==> src/rtl/adc_scan_ctrl.sv <==
`default_nettype none
// adc_scan_ctrl: trigger-driven scan scheduler for an 8-channel 12-bit serial ADC
// (ADC128S022-type frames); returns tagged results and an end-of-scan pulse.  Rev 1.0
module adc_scan_ctrl #(
   parameter int CLK_DIV = 10
) (
   input  logic        CLOCK_50,
   input  logic        rst,
   input  logic        i_trig,
   input  logic [7:0]  i_ch_mask,
   output logic        ADC_CS_N,
   output logic        ADC_SCLK,
   output logic        ADC_SADDR,
   input  logic        ADC_SDAT,
   output logic [11:0] o_data,
   output logic [2:0]  o_ch,
   output logic        o_valid,
   output logic        o_done,
   output logic        o_busy,
   output logic        o_overrun
);

   localparam int            CW       = $clog2(CLK_DIV);
   localparam logic [CW-1:0] CNT_LAST = CW'(CLK_DIV - 1);

   typedef enum logic [2:0] {
      IDLE    = 3'd0,
      SETUP   = 3'd1,
      SCLK_LO = 3'd2,
      SCLK_HI = 3'd3,
      HOLD    = 3'd4
   } state_t;

   state_t           state, state_nxt;
   logic [CW-1:0]    cnt, cnt_nxt;
   logic [3:0]       bit_idx, bit_idx_nxt;
   logic [3:0]       frame, frame_nxt;
   logic [3:0]       nch, nch_nxt;
   logic [7:0][2:0]  list, list_nxt;
   logic [10:0]      shreg, shreg_nxt;
   logic             cs_n, cs_n_nxt;
   logic             sclk, sclk_nxt;
   logic             saddr, saddr_nxt;
   logic [11:0]      data, data_nxt;
   logic [2:0]       ch, ch_nxt;
   logic             valid, valid_nxt;
   logic             done, done_nxt;
   logic             busy, busy_nxt;
   logic             overrun, overrun_nxt;

   logic [7:0][2:0]  scan_list;
   logic [3:0]       scan_n;
   logic [2:0]       frame_addr;
   logic             cnt_end;

   // Compact the enabled channels into an ascending list.
   always_comb begin
      scan_list = '0;
      scan_n    = '0;
      for (int i = 0; i < 8; i++) begin
         if (i_ch_mask[i]) begin
            scan_list[scan_n[2:0]] = 3'(i);
            scan_n                 = scan_n + 4'd1;
         end
      end
   end

   // Each frame addresses the channel converted in the following frame;
   // the final frame sends address 0 only to clock out the last result.
   assign frame_addr = (frame < nch) ? list[frame[2:0]] : 3'd0;
   assign cnt_end    = (cnt == CNT_LAST);

   function automatic logic addr_bit(input logic [3:0] b, input logic [2:0] a);
      case (b)
         4'd2:    addr_bit = a[2];
         4'd3:    addr_bit = a[1];
         4'd4:    addr_bit = a[0];
         default: addr_bit = 1'b0;
      endcase
   endfunction

   always_comb begin
      state_nxt   = state;
      cnt_nxt     = cnt;
      bit_idx_nxt = bit_idx;
      frame_nxt   = frame;
      nch_nxt     = nch;
      list_nxt    = list;
      shreg_nxt   = shreg;
      cs_n_nxt    = cs_n;
      sclk_nxt    = sclk;
      saddr_nxt   = saddr;
      data_nxt    = data;
      ch_nxt      = ch;
      valid_nxt   = 1'b0;
      done_nxt    = 1'b0;
      busy_nxt    = busy;
      overrun_nxt = i_trig && (state != IDLE);

      case (state)
         IDLE: begin
            if (i_trig) begin
               if (scan_n != 4'd0) begin
                  state_nxt = SETUP;
                  list_nxt  = scan_list;
                  nch_nxt   = scan_n;
                  frame_nxt = 4'd0;
                  cnt_nxt   = '0;
                  cs_n_nxt  = 1'b0;
                  sclk_nxt  = 1'b1;
                  busy_nxt  = 1'b1;
               end else begin
                  done_nxt = 1'b1;
               end
            end
         end

         SETUP: begin
            if (cnt_end) begin
               state_nxt   = SCLK_LO;
               cnt_nxt     = '0;
               bit_idx_nxt = 4'd0;
               sclk_nxt    = 1'b0;
               saddr_nxt   = addr_bit(4'd0, frame_addr);
            end else begin
               cnt_nxt = cnt + 1'b1;
            end
         end

         SCLK_LO: begin
            if (cnt_end) begin
               state_nxt = SCLK_HI;
               cnt_nxt   = '0;
               sclk_nxt  = 1'b1;
               if (bit_idx >= 4'd4)
                  shreg_nxt = {shreg[9:0], ADC_SDAT};
               // Frame 0 carries no result: the ADC converts IN0 by default.
               if (bit_idx == 4'd15 && frame != 4'd0) begin
                  valid_nxt = 1'b1;
                  data_nxt  = {shreg, ADC_SDAT};
                  ch_nxt    = list[frame[2:0] - 3'd1];
               end
            end else begin
               cnt_nxt = cnt + 1'b1;
            end
         end

         SCLK_HI: begin
            if (cnt_end) begin
               cnt_nxt = '0;
               if (bit_idx == 4'd15) begin
                  bit_idx_nxt = 4'd0;
                  if (frame == nch) begin
                     state_nxt = HOLD;
                     cs_n_nxt  = 1'b1;
                     saddr_nxt = 1'b0;
                  end else begin
                     state_nxt = SCLK_LO;
                     frame_nxt = frame + 4'd1;
                     sclk_nxt  = 1'b0;
                     saddr_nxt = 1'b0;
                  end
               end else begin
                  state_nxt   = SCLK_LO;
                  bit_idx_nxt = bit_idx + 4'd1;
                  sclk_nxt    = 1'b0;
                  saddr_nxt   = addr_bit(bit_idx + 4'd1, frame_addr);
               end
            end else begin
               cnt_nxt = cnt + 1'b1;
            end
         end

         HOLD: begin
            if (cnt_end) begin
               state_nxt = IDLE;
               cnt_nxt   = '0;
               done_nxt  = 1'b1;
               busy_nxt  = 1'b0;
            end else begin
               cnt_nxt = cnt + 1'b1;
            end
         end

         default: begin
            state_nxt = IDLE;
            cs_n_nxt  = 1'b1;
            sclk_nxt  = 1'b1;
            busy_nxt  = 1'b0;
         end
      endcase
   end

   always_ff @(posedge CLOCK_50) begin
      if (rst) begin
         state   <= IDLE;
         cnt     <= '0;
         bit_idx <= '0;
         frame   <= '0;
         nch     <= '0;
         list    <= '0;
         shreg   <= '0;
         cs_n    <= 1'b1;
         sclk    <= 1'b1;
         saddr   <= 1'b0;
         data    <= '0;
         ch      <= '0;
         valid   <= 1'b0;
         done    <= 1'b0;
         busy    <= 1'b0;
         overrun <= 1'b0;
      end else begin
         state   <= state_nxt;
         cnt     <= cnt_nxt;
         bit_idx <= bit_idx_nxt;
         frame   <= frame_nxt;
         nch     <= nch_nxt;
         list    <= list_nxt;
         shreg   <= shreg_nxt;
         cs_n    <= cs_n_nxt;
         sclk    <= sclk_nxt;
         saddr   <= saddr_nxt;
         data    <= data_nxt;
         ch      <= ch_nxt;
         valid   <= valid_nxt;
         done    <= done_nxt;
         busy    <= busy_nxt;
         overrun <= overrun_nxt;
      end
   end

   assign ADC_CS_N  = cs_n;
   assign ADC_SCLK  = sclk;
   assign ADC_SADDR = saddr;
   assign o_data    = data;
   assign o_ch      = ch;
   assign o_valid   = valid;
   assign o_done    = done;
   assign o_busy    = busy;
   assign o_overrun = overrun;

endmodule
`default_nettype wire

==> config.mk <==
export PLATFORM = sky130hd
export DESIGN_NAME = adc_scan_ctrl
export DESIGN_NICKNAME = d
export VERILOG_FILES = /design/src/rtl/adc_scan_ctrl.sv
export SDC_FILE = /design/constraint.sdc
export NUM_CORES = 1
export LEC_CHECK = 0
export BUFFER_PORTS_ARGS = -buffer_cell sky130_fd_sc_hd__buf_2
export CORE_MARGIN = 1.5
export CORE_UTILIZATION = 55
export DETAILED_ROUTE_END_ITERATION = 8
export PLACE_DENSITY = 0.72
export SLEW_MARGIN = 30
export SYNTH_ARGS = -nofsm -noshare
export SYNTH_HDL_FRONTEND = slang
export SYNTH_SLANG_ARGS = --single-unit
==> constraint.sdc <==
create_clock -name CLOCK_50 -period 7.3 [get_ports CLOCK_50]
set_input_delay 0.73 -clock CLOCK_50 [delete_from_list [all_inputs] [get_ports CLOCK_50]]
set_output_delay 0.73 -clock CLOCK_50 [all_outputs]
set_load 0.05 [all_outputs]
==> impl_metrics.ini, run 1 <==
[floorplanning]
core-area_sq_um = 8806
chipWidth_microns = 98.63
initial_utilization_pct = 57.12
die_h_microns = 98.63
num_rows = 34
dieArea_sq_um = 9728
ios = 34

[power]
power_switching_mw = 0.4577
p_leak_nw = 2.117
total_power_mw = 1.241
ir_worst_vdd_v = 0.00009916
switching_share_pct = 36.87
p_seq_share_pct = 38.6
combPwrFrac_pct = 35.4
clock_power_share_pct = 26.0
p_int_mw = 0.7836
power_density_nw_per_um2 = 230.5

[clock_tree]
insertion_delay_ns = 0.36
clock-sinks = 76
cts_max_level = 3
cts_resized = 0
postCtsSetupBuffers = 0
postCtsHoldBufs = 0
clk_pin_slew_worst_paths_ns = 0.08
cts_buffer_depth = 2
cts_root_buf = clkbuf_8
cts_inserted_buffers = 9
cts_tree = yes

[synthesis]
yosys.area.top_type = dfxtp_1
synth_warnings = 0
syn_area_per_cell_sq_um = 8.286
synth_common_cells = nor2_1, dfxtp_1, nand2_1
async_flop_share_pct = 0
syn_inst = 607
syn_nets = 642
synth_area_leaders = dfxtp_1, nor2_1, ha_1
synth_seq_cells = 76
yosysUniqueCellTypes = 75
synth_edf_count = 0
ys_seq_area_share_pct = 30.25
synth_ff_type = dfxtp_1
yosysTopAreaCellShare_pct = 30.25
yosysMostFrequentCell = nor2_1
synth_area_sq_um = 5030

[worst_setup_path]
cp.buffers_inverters = 3
ff2ff_setup_slack_ns = 4.64
max_stage_delay_ns = 0.84
crit_path_end_kind = flip-flop
slowest_stage = fa_1
path_delay_family = adder cells
crit_type = in2reg
cp_max_fo = 46
crit_chain = buf_2 > fa_1 > nor3_1 > o31ai_1 > ha_1 > nor2b_1 > or2_2 > o21ai_0 > a21oi_1 > or2_2 > ha_1 > nor2_1 > or2_2 > inv_1 > ha_1 > xnor3_1 > o22ai_1 > and2_1 > a21oi_4 > buf_4 > nor2_1 > a311oi_2
startpoint_type = primary input
cp.arrival_ns = 6.43
cp.required_ns = 7.57

[routing]
wirelength_mm = 11.92
viasPerCell = 5.997
drc = 3
drt_iter0_drc = 218
ant_nets = 0
vias = 4390
wl_per_cell_microns = 16.28
drtPass1Iterations = 9

[placed_design]
place_ws_ns = 0.8104
dp.cells = 717
place_congestion = 0.9434
port_buffers = 33
dp_hpwl_mm = 8.804

[worst_hold_path]
hp-class = reg2reg

[sta]
setup_slack_ns = 1.135
max_freq_mhz = 162.2
period_share_pct = 84.45
skew_ns = 0.01161
fin_crit_ns = 6.165
worstMarginPinSlew_ns = 0.8798
drv_slew = 0
finalSetupTns_ns = 0
hold_viol = 0
slew_headroom_pct = 41.27
setup_viol = 0
rsz0062_at_grt = no

[global_routing]
grt_pass1_wl_mm = 19.91
grt_start_max_net_pins = 83
track_usage_pct = 25.66
first_global_vias = 4148
grt_antenna_before_repair = 0
overflow = 0

[layout]
n_antenna_cell = 0
final_nets = 655
fillers = 797
layout-drive-gt1-share_pct = 14.74
area.growth.synth_to_final_pct = 7.065
final_cells = 732

[run_status]
outcome = complete, but fails checks
violations = DRC

[flow_run]
drv_cap = 0
cell type report:
class,instances,area (sq um),share of cell area [%]
clock inverters,6,65.06,1.208
inverters,25,95.09,1.766
well taps,108,135.1,2.509
flip-flops and latches,76,1521,28.25
multi-input cells,471,3249,60.34
clock buffers,9,123.9,2.300
repair buffers,37,195.2,3.625
cell families (layout without fill, tap and decap cells):
group / after synthesis / after routing / synth area share (%)
muxes: 31 / 31 / 9.204
buffers and inverters: 60 / 77 / 5.323
adders and majority gates: 23 / 23 / 5.871
AOI/OAI and AO/OA: 135 / 135 / 18.63
xor gates and xnor gates: 19 / 19 / 5.945
and+or+nand+nor: 263 / 263 / 24.78
DFF: 76 / 76 / 30.25
flip-flops by register name, indices dropped and copies added, names as in the netlist:
| register | cells |
|---|---|
| o_overrun | 1 |
| ADC_CS_N | 1 |
| state | 3 |
| o_done | 1 |
| o_data | 12 |
| cnt | 4 |
| shreg | 11 |
| bit_idx | 4 |
| list | 24 |
| ADC_SCLK | 1 |
| o_valid | 1 |
| ADC_SADDR | 1 |
| o_ch | 3 |
| nch | 4 |
| frame | 4 |
| o_busy | 1 |
worst reg2reg max path, cell delays in order (launching register included):
cell and delay [ns]:
dfxtp_1 0.90, mux4_2 0.62, mux2_2 0.30, a22o_1 0.24
nor2_1 0.09, a311oi_1 0.05, a31oi_1 0.15, or3_1 0.13
a21oi_1 0.06
cell usage in the layout, fill, tap and decap left out, types with 13 or more instances in the layout:
cell       n
nor2_1    88
dfxtp_1   76
nand2_1   69
a21oi_1   37
buf_2     33
inv_1     23
ha_1      22
nor3_1    20
o21ai_0   20
a211oi_1  17
mux2i_1   17
nand3_1   15
or3_1     13
stage by stage:
stage	area, sq um	util [%]	hold slack [ns]
2_1_floorplan	5030	-	0.4357
3_3_place_gp	5187	58.91	0.4368
3_5_place_dp	5190	58.94	0.4418
4_1_cts	5379	61.08	0.4539
5_1_grt	5385	61.15	0.4698
6_report	5385	61.15	0.4525
power by group through the flow:
stage	Clock (mW)	Combinational, mW	Sequential, mW
2_1_floorplan	0	0.343	0.491
3_3_place_gp	0	0.423	0.486
3_5_place_dp	0	0.432	0.489
4_1_cts	0.331	0.435	0.479
5_1_grt	0.346	0.486	0.484
6_report	0.323	0.439	0.479
routing by layer:
layer	GRT usage, %	up-vias	wire [microns]
met2	41.29	126	5496
met3	4.468	33	558
met4	11.10	0	381
met5	0	-	0
met1	34.11	2041	5478
li1	-	2190	-
worst paths after layout:
check | start | endpoint | depth (start not counted)
worst max-delay path | i_ch_mask[0] | list[22] | 22
worst min-delay path | o_data[9] | o_data[9] | 2
worst max register to register | frame[0] | ADC_SADDR | 8
worst min register to register | o_data[9] | o_data[9] | 2
Note: power is estimated with default switching activity, not from simulation.
==> run 2, diff against run 1 <==
- ABC_AREA: default -> 1
- PLACE_DENSITY: 0.72 -> 0.74
- clock period: 7.3 -> 5 ns (I/O delays scaled with it)
==> impl_metrics.ini, run 2 <==
[layout]
fillers = 863
top_register = list
area.growth.synth_to_final_pct = 8.895
layout_common_cells = nand2_1, nor2_1, inv_1
layout-drive-gt1-share_pct = 15.99
n_antenna_cell = 0
largest_register_ffs = 24
final_common_cell = nand2_1
post-route-util_pct = 62.05
final_nets = 818

[clock_tree]
cts_root_buf = clkbuf_8
clock-sinks = 76
cts_buffer_depth = 2
cts_inserted_buffers = 9
clk_pin_slew_worst_paths_ns = 0.08
insertion_delay_ns = 0.35
cts_max_level = 3
cts_tree = yes

[routing]
wirelength_mm = 12.21
wl_per_cell_microns = 13.63
drtPass1Iterations = 5
ant_nets = 0
drt_iter0_drc = 246
vias = 4866
viasPerCell = 5.431
drc = 0

[synthesis]
syn_nets = 789
yosys.area.top_type = dfxtp_1
syn_inst = 754
synth_ff_type = dfxtp_1
synth_area_leaders = dfxtp_1, nand2_1, nor2_1
yosysTopAreaCellShare_pct = 30.47
yosysUniqueCellTypes = 44
synth_warnings = 0
ys_seq_area_share_pct = 30.47
yosysMostFrequentCell = nand2_1
synth_seq_cells = 76
async_flop_share_pct = 0
synth_common_cells = nand2_1, nor2_1, inv_1
synth_area_sq_um = 4994
syn_area_per_cell_sq_um = 6.623
synth_edf_count = 0

[power]
p_leak_nw = 2.501
clock_power_share_pct = 20.2
p_seq_share_pct = 36.6
switching_share_pct = 44.15
power_density_nw_per_um2 = 404.5
power_switching_mw = 0.9711
ir_worst_vdd_v = 0.0001622
p_int_mw = 1.228
combPwrFrac_pct = 43.3

[sta]
finalSetupTns_ns = 0
drv_slew = 0
worstMarginPinSlew_ns = 0.5703
period_share_pct = 91.04
max_freq_mhz = 219.7
fin_crit_ns = 4.552
hold_viol = 0
rsz0062_at_grt = no
skew_ns = 0.01058
setup_viol = 0
slew_headroom_pct = 61.75

[floorplanning]
num_rows = 34
die_h_microns = 98.29
core-area_sq_um = 8763
initial_utilization_pct = 56.98
ios = 34
chipWidth_microns = 98.29
dieArea_sq_um = 9660

[worst_setup_path]
reg2regPathDepth = 9
crit_type = in2reg
cp_common_cell = nand2_1
startpoint = i_ch_mask[0]
r2r_end = frame[2]
crit_path_end_kind = flip-flop
crit_chain = buf_2 > fa_2 > nand2_2 > o211ai_1 > ha_1 > or2_1 > nand2_1 > nor2_1 > nor2_1 > o21ai_1 > ha_1 > or2_2 > nand2_1 > inv_1 > ha_1 > nand2_1 > nand3_1 > nor2_2 > nand4_1 > buf_4 > nand3_1 > nand2_1 > a21oi_1
cp.required_ns = 5.28
cp.buffers_inverters = 3
r2r-start = frame[0]
ff2ff_setup_slack_ns = 2.14
path_delay_family = simple AND/OR/NAND/NOR gates
cp.arrival_ns = 4.83
startpoint_type = primary input
max_stage_delay_ns = 0.67
slowest_stage = fa_2
cp_max_fo = 13

[flow_run]
drv_cap = 0

[global_routing]
grt_antenna_before_repair = 0
track_usage_pct = 26.54
grt_start_max_net_pins = 47
overflow = 0
first_global_vias = 4672
grt_pass1_wl_mm = 21.18

[worst_hold_path]
min_path_cells = 3
hp-class = in2reg
hold_end = o_data[0]
hp-start = ADC_SDAT

[placed_design]
port_buffers = 33
place_congestion = 0.9836
dp_hpwl_mm = 9.401

[run_status]
outcome = finished clean
## run 2: changes by cell type in the layout (fill, tap and decap cells not counted), moves of 11 or more
cell	previous run	this run
inv_1	23	81
nand3_1	15	43
nor2_2	1	21
nand2_1	69	147
a21oi_1	37	63
or3_1	13	0
mux2i_1	17	0
nor2_1	88	99
mux4_2	12	0
nor3_1	20	5
o21ai_0	20	72
a211oi_1	17	2
## run 2: per-layer routing
layer | share of wire, % | GRT usage, % | vias to the layer above
met5 | 0 | 0 | -
met4 | 2.3 | 10.62 | 0
li1 | - | - | 2528
met2 | 48 | 45.36 | 126
met1 | 46 | 33.42 | 2187
met3 | 3.6 | 4.080 | 25
## run 2: area by class of cell
| type | instances | area (sq um) | share of cell area, % |
|---|---|---|---|
| Clock buffer | 9 | 123.9 | 2.278 |
| Clock inverter | 7 | 57.56 | 1.058 |
| Inverter | 90 | 340.3 | 6.259 |
| Multi-Input combinational cell | 561 | 2992 | 55.02 |
| Sequential cell | 76 | 1521 | 27.98 |
| Tap cell | 108 | 135.1 | 2.485 |
| Timing Repair Buffer | 45 | 267.8 | 4.924 |
## run 2: logic make-up after synthesis
kind of cell,after synthesis,synth area share (%)
xor gates and xnor gates,7,1.228
and+or+nand+nor,367,34.63
buffers and inverters,117,9.797
DFF,76,30.47
adders and majority gates,23,5.913
AOI/OAI and AO/OA,164,17.97
## run 2: how the worst max path moves through the flow
| stage | to | slack (ns) | depth (start not counted) |
|---|---|---|---|
| 6_report | frame[3] | 0.45 | 23 |
| 4_1_cts | frame[3] | 0.40 | 23 |
| 3_5_place_dp | frame[1] | 0.03 | 24 |
| 3_3_place_gp | frame[1] | 0.17 | 24 |
| 5_1_grt | cnt[2] | 0.06 | 23 |
| 2_1_floorplan | list[15] | 0.39 | 24 |
## run 2: repair_timing
action	CTS	global route
setup buffers	0	0
gates resized for setup	0	1
endpoints found under the setup margin	0	6
hold buffers	0	0
## run 2: power by group through the flow
stage / Sequential, mW / Combinational [mW] / Clock, mW
after detailed placement: 0.814 / 0.939 / 0
after floorplan: 0.818 / 0.729 / 0
final: 0.805 / 0.951 / 0.443
after CTS: 0.802 / 0.947 / 0.453
after global routing: 0.817 / 1.08 / 0.475
after global placement: 0.810 / 0.912 / 0
## run 2: worst reg2reg max path: cells and delay by family, from the launching register on
family | cells | cell delay (ns)
AO/OA/AOI/OAI | 2 | 0.58
adder cells (fa/ha/maj) | 1 | 0.46
flip-flops | 1 | 0.32
AND/OR/NAND/NOR | 3 | 0.51
buffers and inverters | 3 | 0.85
## run 2: through the flow
stage          instances  worst slack, ns  area (sq um)  power (mW)  hold WS [ns]
6_report             896           0.4482          5438       2.199        0.3893
4_1_cts              896           0.4000          5435       2.203        0.3772
3_3_place_gp         880           0.1731          5254       1.723        0.4360
3_5_place_dp         880          0.03046          5254       1.753        0.4467
5_1_grt              896          0.05870          5438       2.371        0.3905
2_1_floorplan        754           0.3864          4994       1.547        0.4297
